File: src/rtl/nubus_master_watchdog_if.sv
// Handshake bundle between the NuBus master path and its transaction watchdog.
// The master modport is the watchdog's view; slave is the master controller's view.
interface nubus_master_watchdog_if;
    logic       mst_start;
    logic       mst_abort;
    logic       nub_ackn;
    logic [1:0] nub_tmn;
    logic       mst_busy;
    logic       mst_retry;
    logic       mst_done;
    logic       mst_timeout;
    logic       mst_giveup;
    logic [7:0] retry_count;

    modport master (
        input  mst_start,
        input  mst_abort,
        input  nub_ackn,
        input  nub_tmn,
        output mst_busy,
        output mst_retry,
        output mst_done,
        output mst_timeout,
        output mst_giveup,
        output retry_count
    );

    modport slave (
        output mst_start,
        output mst_abort,
        output nub_ackn,
        output nub_tmn,
        input  mst_busy,
        input  mst_retry,
        input  mst_done,
        input  mst_timeout,
        input  mst_giveup,
        input  retry_count
    );
endinterface

File: src/rtl/nubus_master_watchdog.sv
// NuBus master transaction watchdog: times START-to-ACK and reissues on TRY_AGAIN_LATER.
// Define NUBUS_RETRY_EN to build the retry/backoff path; otherwise TRY_AGAIN_LATER gives up.
module nubus_master_watchdog #(
    parameter int unsigned TIMEOUT_CYCLES = 255,
    parameter int unsigned RETRY_MAX      = 8,
    parameter int unsigned BACKOFF_CYCLES = 4
) (
    input logic                     nub_clkn,
    input logic                     nub_reset,
    nubus_master_watchdog_if.master bus
);

    localparam logic [1:0] TMN_TRY_AGAIN_LATER = 2'b00;
    localparam logic [1:0] TMN_TIMEOUT_ERROR   = 2'b01;
    localparam logic [1:0] TMN_ERROR           = 2'b10;
    localparam logic [1:0] TMN_COMPLETE        = 2'b11;

    localparam logic [15:0] TIMEOUT_LAST = 16'(TIMEOUT_CYCLES - 1);

    if (TIMEOUT_CYCLES < 2 || TIMEOUT_CYCLES > 65535 || RETRY_MAX < 1 || RETRY_MAX > 255 ||
        BACKOFF_CYCLES < 1 || BACKOFF_CYCLES > 255) begin : g_param_check
        $error("nubus_master_watchdog: parameter out of legal range");
    end

`ifdef NUBUS_RETRY_EN
    typedef enum logic [1:0] {StIdle, StWaitAck, StBackoff, StRetry} state_e;
`else
    typedef enum logic [1:0] {StIdle, StWaitAck} state_e;
`endif

    state_e      state_q;
    logic [15:0] tcnt_q;
    logic        busy_q;
    logic        done_q;
    logic        timeout_q;
    logic        giveup_q;

`ifdef NUBUS_RETRY_EN
    localparam logic [7:0]  RETRY_LAST   = 8'(RETRY_MAX);
    localparam logic [11:0] BACKOFF_BASE = 12'(BACKOFF_CYCLES);

    logic [7:0]  rcnt_q;
    logic [11:0] bcnt_q;
    logic        retry_q;
    logic [2:0]  bshift;
    logic [11:0] backoff_len;

    // rcnt_q is the pre-increment count, i.e. (new retry_count - 1); shift saturates at 4.
    assign bshift      = (rcnt_q >= 8'd4) ? 3'd4 : rcnt_q[2:0];
    assign backoff_len = BACKOFF_BASE << bshift;
`endif

    always_ff @(negedge nub_clkn or posedge nub_reset) begin
        if (nub_reset) begin
            state_q   <= StIdle;
            tcnt_q    <= '0;
            busy_q    <= 1'b0;
            done_q    <= 1'b0;
            timeout_q <= 1'b0;
            giveup_q  <= 1'b0;
`ifdef NUBUS_RETRY_EN
            rcnt_q    <= '0;
            bcnt_q    <= '0;
            retry_q   <= 1'b0;
`endif
        end else begin
            done_q    <= 1'b0;
            timeout_q <= 1'b0;
            giveup_q  <= 1'b0;
`ifdef NUBUS_RETRY_EN
            retry_q   <= 1'b0;
`endif
            // Abort outranks ACK and timeout; retry_count is left for the master to inspect.
            if (state_q != StIdle && bus.mst_abort) begin
                state_q <= StIdle;
                busy_q  <= 1'b0;
            end else begin
                unique case (state_q)
                    StIdle: begin
                        tcnt_q <= '0;
                        if (bus.mst_start) begin
                            state_q <= StWaitAck;
                            busy_q  <= 1'b1;
`ifdef NUBUS_RETRY_EN
                            rcnt_q  <= '0;
`endif
                        end
                    end
                    StWaitAck: begin
                        if (!bus.nub_ackn) begin
                            state_q <= StIdle;
                            busy_q  <= 1'b0;
                            unique case (bus.nub_tmn)
                                TMN_COMPLETE, TMN_ERROR: done_q <= 1'b1;
                                TMN_TIMEOUT_ERROR: begin
                                    done_q    <= 1'b1;
                                    timeout_q <= 1'b1;
                                end
                                TMN_TRY_AGAIN_LATER: begin
`ifdef NUBUS_RETRY_EN
                                    if (rcnt_q < RETRY_LAST) begin
                                        state_q <= StBackoff;
                                        busy_q  <= 1'b1;
                                        rcnt_q  <= rcnt_q + 8'd1;
                                        bcnt_q  <= backoff_len;
                                    end else begin
                                        done_q   <= 1'b1;
                                        giveup_q <= 1'b1;
                                    end
`else
                                    done_q   <= 1'b1;
                                    giveup_q <= 1'b1;
`endif
                                end
                                default: done_q <= 1'b1;
                            endcase
                        end else if (tcnt_q == TIMEOUT_LAST) begin
                            state_q   <= StIdle;
                            busy_q    <= 1'b0;
                            done_q    <= 1'b1;
                            timeout_q <= 1'b1;
                        end else begin
                            tcnt_q <= tcnt_q + 16'd1;
                        end
                    end
`ifdef NUBUS_RETRY_EN
                    StBackoff: begin
                        if (bcnt_q <= 12'd1) begin
                            state_q <= StRetry;
                            retry_q <= 1'b1;
                            bcnt_q  <= '0;
                        end else begin
                            bcnt_q <= bcnt_q - 12'd1;
                        end
                    end
                    StRetry: begin
                        state_q <= StWaitAck;
                        tcnt_q  <= '0;
                    end
`endif
                    default: begin
                        state_q <= StIdle;
                        busy_q  <= 1'b0;
                    end
                endcase
            end
        end
    end

    assign bus.mst_busy    = busy_q;
    assign bus.mst_done    = done_q;
    assign bus.mst_timeout = timeout_q;
    assign bus.mst_giveup  = giveup_q;
`ifdef NUBUS_RETRY_EN
    assign bus.mst_retry   = retry_q;
    assign bus.retry_count = rcnt_q;
`else
    assign bus.mst_retry   = 1'b0;
    assign bus.retry_count = '0;
`endif

endmodule

File: src/flat_wrapper.sv
// flat-port wrapper written by rule: the top's interface ports become plain ports
module nubus_master_watchdog_flat 
#(
    parameter int unsigned TIMEOUT_CYCLES = 255,
    parameter int unsigned RETRY_MAX      = 8,
    parameter int unsigned BACKOFF_CYCLES = 4
)
  (nub_clkn, nub_reset, bus_mst_start, bus_mst_abort, bus_nub_ackn, bus_nub_tmn, bus_mst_busy, bus_mst_retry, bus_mst_done, bus_mst_timeout, bus_mst_giveup, bus_retry_count);
  nubus_master_watchdog_if bus_i ();
  input logic nub_clkn;
  input logic nub_reset;
  input wire logic [$bits(bus_i.mst_start)-1:0] bus_mst_start;
  input wire logic [$bits(bus_i.mst_abort)-1:0] bus_mst_abort;
  input wire logic [$bits(bus_i.nub_ackn)-1:0] bus_nub_ackn;
  input wire logic [$bits(bus_i.nub_tmn)-1:0] bus_nub_tmn;
  output wire logic [$bits(bus_i.mst_busy)-1:0] bus_mst_busy;
  output wire logic [$bits(bus_i.mst_retry)-1:0] bus_mst_retry;
  output wire logic [$bits(bus_i.mst_done)-1:0] bus_mst_done;
  output wire logic [$bits(bus_i.mst_timeout)-1:0] bus_mst_timeout;
  output wire logic [$bits(bus_i.mst_giveup)-1:0] bus_mst_giveup;
  output wire logic [$bits(bus_i.retry_count)-1:0] bus_retry_count;
  assign bus_i.mst_start = bus_mst_start;
  assign bus_i.mst_abort = bus_mst_abort;
  assign bus_i.nub_ackn = bus_nub_ackn;
  assign bus_i.nub_tmn = bus_nub_tmn;
  assign bus_mst_busy = bus_i.mst_busy;
  assign bus_mst_retry = bus_i.mst_retry;
  assign bus_mst_done = bus_i.mst_done;
  assign bus_mst_timeout = bus_i.mst_timeout;
  assign bus_mst_giveup = bus_i.mst_giveup;
  assign bus_retry_count = bus_i.retry_count;
  nubus_master_watchdog #(.TIMEOUT_CYCLES(TIMEOUT_CYCLES), .RETRY_MAX(RETRY_MAX), .BACKOFF_CYCLES(BACKOFF_CYCLES)) u_core (.nub_clkn(nub_clkn), .nub_reset(nub_reset), .bus(bus_i));
endmodule
File: config.mk
export PLATFORM = sky130hd
export DESIGN_NAME = nubus_master_watchdog_flat
export DESIGN_NICKNAME = d
export VERILOG_FILES = /design/src/rtl/nubus_master_watchdog_if.sv /design/src/rtl/nubus_master_watchdog.sv /design/src/flat_wrapper.sv
export SDC_FILE = /design/constraint.sdc
export NUM_CORES = 1
export LEC_CHECK = 0
export ABC_AREA = 1
export CAP_MARGIN = 10
export CORE_MARGIN = 2
export CORE_UTILIZATION = 53
export DETAILED_ROUTE_END_ITERATION = 16
export PLACE_DENSITY = 0.84
export SLEW_MARGIN = 20
export SYNTH_ARGS = -nofsm -noshare
export SYNTH_HDL_FRONTEND = slang
export SYNTH_SLANG_ARGS = --single-unit
File: constraint.sdc
create_clock -name nub_clkn -period 2.1 [get_ports nub_clkn]
set_clock_uncertainty 0.1 [all_clocks]
set_input_delay 0.315 -clock nub_clkn [delete_from_list [all_inputs] [get_ports nub_clkn]]
set_output_delay 0.315 -clock nub_clkn [all_outputs]
set_load 0.1 [all_outputs]
==> impl_metrics.env <==
export IMPL_core_area_sq_mm=0.00243
export IMPL_finalSetupViolations=4
export IMPL_grt_pass1_wl_microns=5550
export IMPL_syn2layout_area_growth_pct=23.3
export IMPL_port_buffers=10
export IMPL_clkTransAtPathRegs_ns=0.08
export IMPL_first_pass_iters=4
export IMPL_ir_worst_vdd_uv=1080
export IMPL_min_to="u_core.tcnt_q[0]$_DFFE_NP0P_"
export IMPL_synth_area_leaders="dfrtn_1 (37%), nand2_1 (14%), nand3_1 (11%)"
export IMPL_vias=1263
export IMPL_clk_latency_ns=0.31
export IMPL_required_ns=1.68
export IMPL_critPathBufInv=1
export IMPL_syn_inst=181
export IMPL_hold_violations=0
export IMPL_grt_pass1_vias=1291
export IMPL_cts_root_buf="clkbuf_4"
export IMPL_fin_ws_ns=-0.326
export IMPL_viasPerCell=5.49
export IMPL_rows=18
export IMPL_setup_tns_ns=-1.27
export IMPL_crit_slowest_cell="dfrtn_1"
export IMPL_max_cap_violations=0
export IMPL_ant_nets=0
export IMPL_cp_top_family="flip-flops"
export IMPL_hp_start="u_core.tcnt_q[0]$_DFFE_NP0P_"
export IMPL_cts_hold_buf=0
export IMPL_synth_top_area_share_pct=37.3
export IMPL_cts_sinks=20
export IMPL_p_seq_share_pct=34.4
export IMPL_r2r_start="u_core.tcnt_q[0]$_DFFE_NP0P_"
export IMPL_die_h_microns=54.3
export IMPL_worst_ep_arrival_time_ns=2.01
export IMPL_switching_share_pct=39.4
export IMPL_seq_area_frac_synth_pct=37.3
export IMPL_syn_avg_cell_area_sq_um=7.42
export IMPL_synth_seq_cells=20
export IMPL_antenna_found_initial=0
export IMPL_antenna_cells=0
export IMPL_yosys_area_top_type="dfrtn_1"
export IMPL_p_clk_share_pct=25.7
export IMPL_stdcell_count=230
export IMPL_synth_cell_types=28
export IMPL_drv_slew=0
export IMPL_p_int_mw=0.770
export IMPL_p_switching_mw=0.500
export IMPL_wl_per_cell_microns=14.0
export IMPL_die_area_sq_mm=0.00295
export IMPL_ys_warn_count=0
export IMPL_p_comb_share_pct=39.9
export IMPL_nets=210
export IMPL_grt_max_degree=21
export IMPL_dp_hpwl_microns=2060
export IMPL_gr_total_overflow=0
export IMPL_grt_usage_pct=26.6
export IMPL_rsz0062_at_grt="true"
export IMPL_drt_iter0_drc=61
export IMPL_startpoint_type="flip-flop"
export IMPL_min_path_cells=3
export IMPL_reg2reg_slack_ns=0.36
export IMPL_finish_instance_area_sq_mm=0.00166
export IMPL_num_io_pins=20
export IMPL_crit_path_end_kind="output port"
export IMPL_hp_class="flip-flop to flip-flop"
export IMPL_path_class="flip-flop to output port"
export IMPL_path_cells="buf_12"
export IMPL_numCtsBuffers=3
export IMPL_place_area_sq_mm=0.00149
export IMPL_drive_gt1_share_pct=19.5
export IMPL_dp_cells=220
export IMPL_holdWs_ns=0.411
export IMPL_gp_congestion=0.875
export IMPL_cts_buffer_depth=2
export IMPL_leakage_nw=0.889
export IMPL_slowest_delay_ns=0.47
export IMPL_outcome="complete, but fails checks"
export IMPL_die_w_microns=54.3
export IMPL_reg2reg_depth=8
export IMPL_cts_tree="built"
export IMPL_drc=0
export IMPL_power_density_mw_per_mm2=767
export IMPL_start_util_pct=55.2
export IMPL_r2r_end="u_core.tcnt_q[10]$_DFFE_NP0P_"
export IMPL_path_max_fanout=1
export IMPL_violations="negative setup slack"
export IMPL_routed_wl_microns=3220
export IMPL_syn_area_sq_mm=0.00134
export IMPL_htreeDepth=1
export IMPL_finalPower_mw=1.27
==> per-stage QoR <==
stage,util (%),setup WS [ns]
2_1_floorplan,-,-0.343
3_5_place_dp,61.3,-0.610
4_1_cts,67.3,-0.335
5_1_grt,68.1,-0.341
3_3_place_gp,61.3,-0.523
6_report,68.1,-0.326
==> cell usage in the layout, fill, tap and decap left out, drive strengths merged <==
cell type | Yosys | final
bufinv | 0 | 1
clkdlybuf4s50 | 0 | 4
buf | 13 | 15
a21o | 2 | 2
xor2 | 4 | 4
dlygate4sd2 | 0 | 1
conb | 1 | 9
or2 | 2 | 2
nor3 | 1 | 1
a21oi | 1 | 1
nand3b | 1 | 1
ha | 2 | 2
dfrtn | 20 | 20
nand3 | 34 | 35
nor2 | 18 | 18
nor4 | 1 | 1
o22ai | 1 | 1
xnor2 | 1 | 1
inv | 22 | 22
nand2 | 53 | 53
o21bai | 2 | 2
nand4 | 1 | 1
clkbuf | 1 | 3
==> power by group through the flow <==
stage          clock [mW]  combinational, mW  sequential (mW)
2_1_floorplan           0              0.224            0.549
3_3_place_gp            0              0.432            0.442
3_5_place_dp            0              0.441            0.444
4_1_cts             0.330              0.499            0.437
5_1_grt             0.341              0.534            0.439
6_report            0.326              0.507            0.437
==> timing repair <==
| action | CTS | global route |
|---|---|---|
| cloned | 2 | 0 |
| gates resized for setup | 8 | 5 |
| buffers inserted | 3 | 1 |
| endpoints found under the hold margin | 0 | 0 |
| pin swaps | 2 | 1 |
| endpoints found under the setup margin | 24 | 10 |
==> cell usage after synthesis <==
master and instances:
ha_1 2, nand4_1 1, nand3_2 3, xnor2_1 1, nor2_4 1, nor2_2 3, dfrtn_1 20, nand3_1 30
conb_1 1, a21o_2 1, o22ai_1 1, nand2_1 49, or2_2 2, nor2_1 14, nand3b_1 1, a21oi_1 1
a21o_1 1, nor4_1 1, o21bai_1 2, clkbuf_1 1, nand3_4 1, buf_4 10, inv_1 22, nor3_1 1
xor2_1 4, buf_6 3, nand2_4 1, nand2_2 3
==> logic make-up after synthesis <==
group | after synthesis | synth area share (%)
compound gates | 6 | 3.17
xor+xnor | 5 | 3.26
fa+ha+maj | 2 | 1.86
buf+inv | 36 | 14.5
flops | 20 | 37.3
other cells | 1 | 0.279
simple gates | 111 | 39.6
==> metal layers <==
metal  track usage [%]  up-vias  share of wire [%]
met1              30.6      619                 39
met5                 0        -                  0
li1                  -      592                  -
met3              5.74       11                4.8
met4              13.3        0                2.0
met2              46.4       41                 54
==> state kept, by name, indices dropped and copies added (netlist names) <==
name and flops:
u_core.bus.mst_timeout 1, u_core.state_q 1, u_core.bus.mst_giveup 1, u_core.tcnt_q 16
u_core.bus.mst_done 1
==> worst max-delay path by stage <==
| stage | from | end | depth (start not counted) |
|---|---|---|---|
| after floorplan | u_core.state_q[0]$_DFFE_NP0P_ | bus_mst_busy | 0 |
| after global placement | bus_nub_ackn | u_core.tcnt_q[12]$_DFFE_NP0P_ | 5 |
| after detailed placement | bus_nub_ackn | u_core.tcnt_q[5]$_DFFE_NP0P_ | 5 |
| after CTS | u_core.bus.mst_done$_DFF_NP0_ | bus_mst_done | 1 |
| after global routing | u_core.bus.mst_done$_DFF_NP0_ | bus_mst_done | 1 |
| final | u_core.bus.mst_done$_DFF_NP0_ | bus_mst_done | 1 |
==> final cells by class <==
class / instances / area [sq um]
clock buffer: 3 / 22.5
clock inverter: 1 / 30.0
multi-input combinational: 134 / 712
fill: 188 / 777
tap: 30 / 37.5
timing repair buffer: 20 / 270
sequential: 20 / 500
inverter: 22 / 82.6
(Power assumes the default switching activity.)
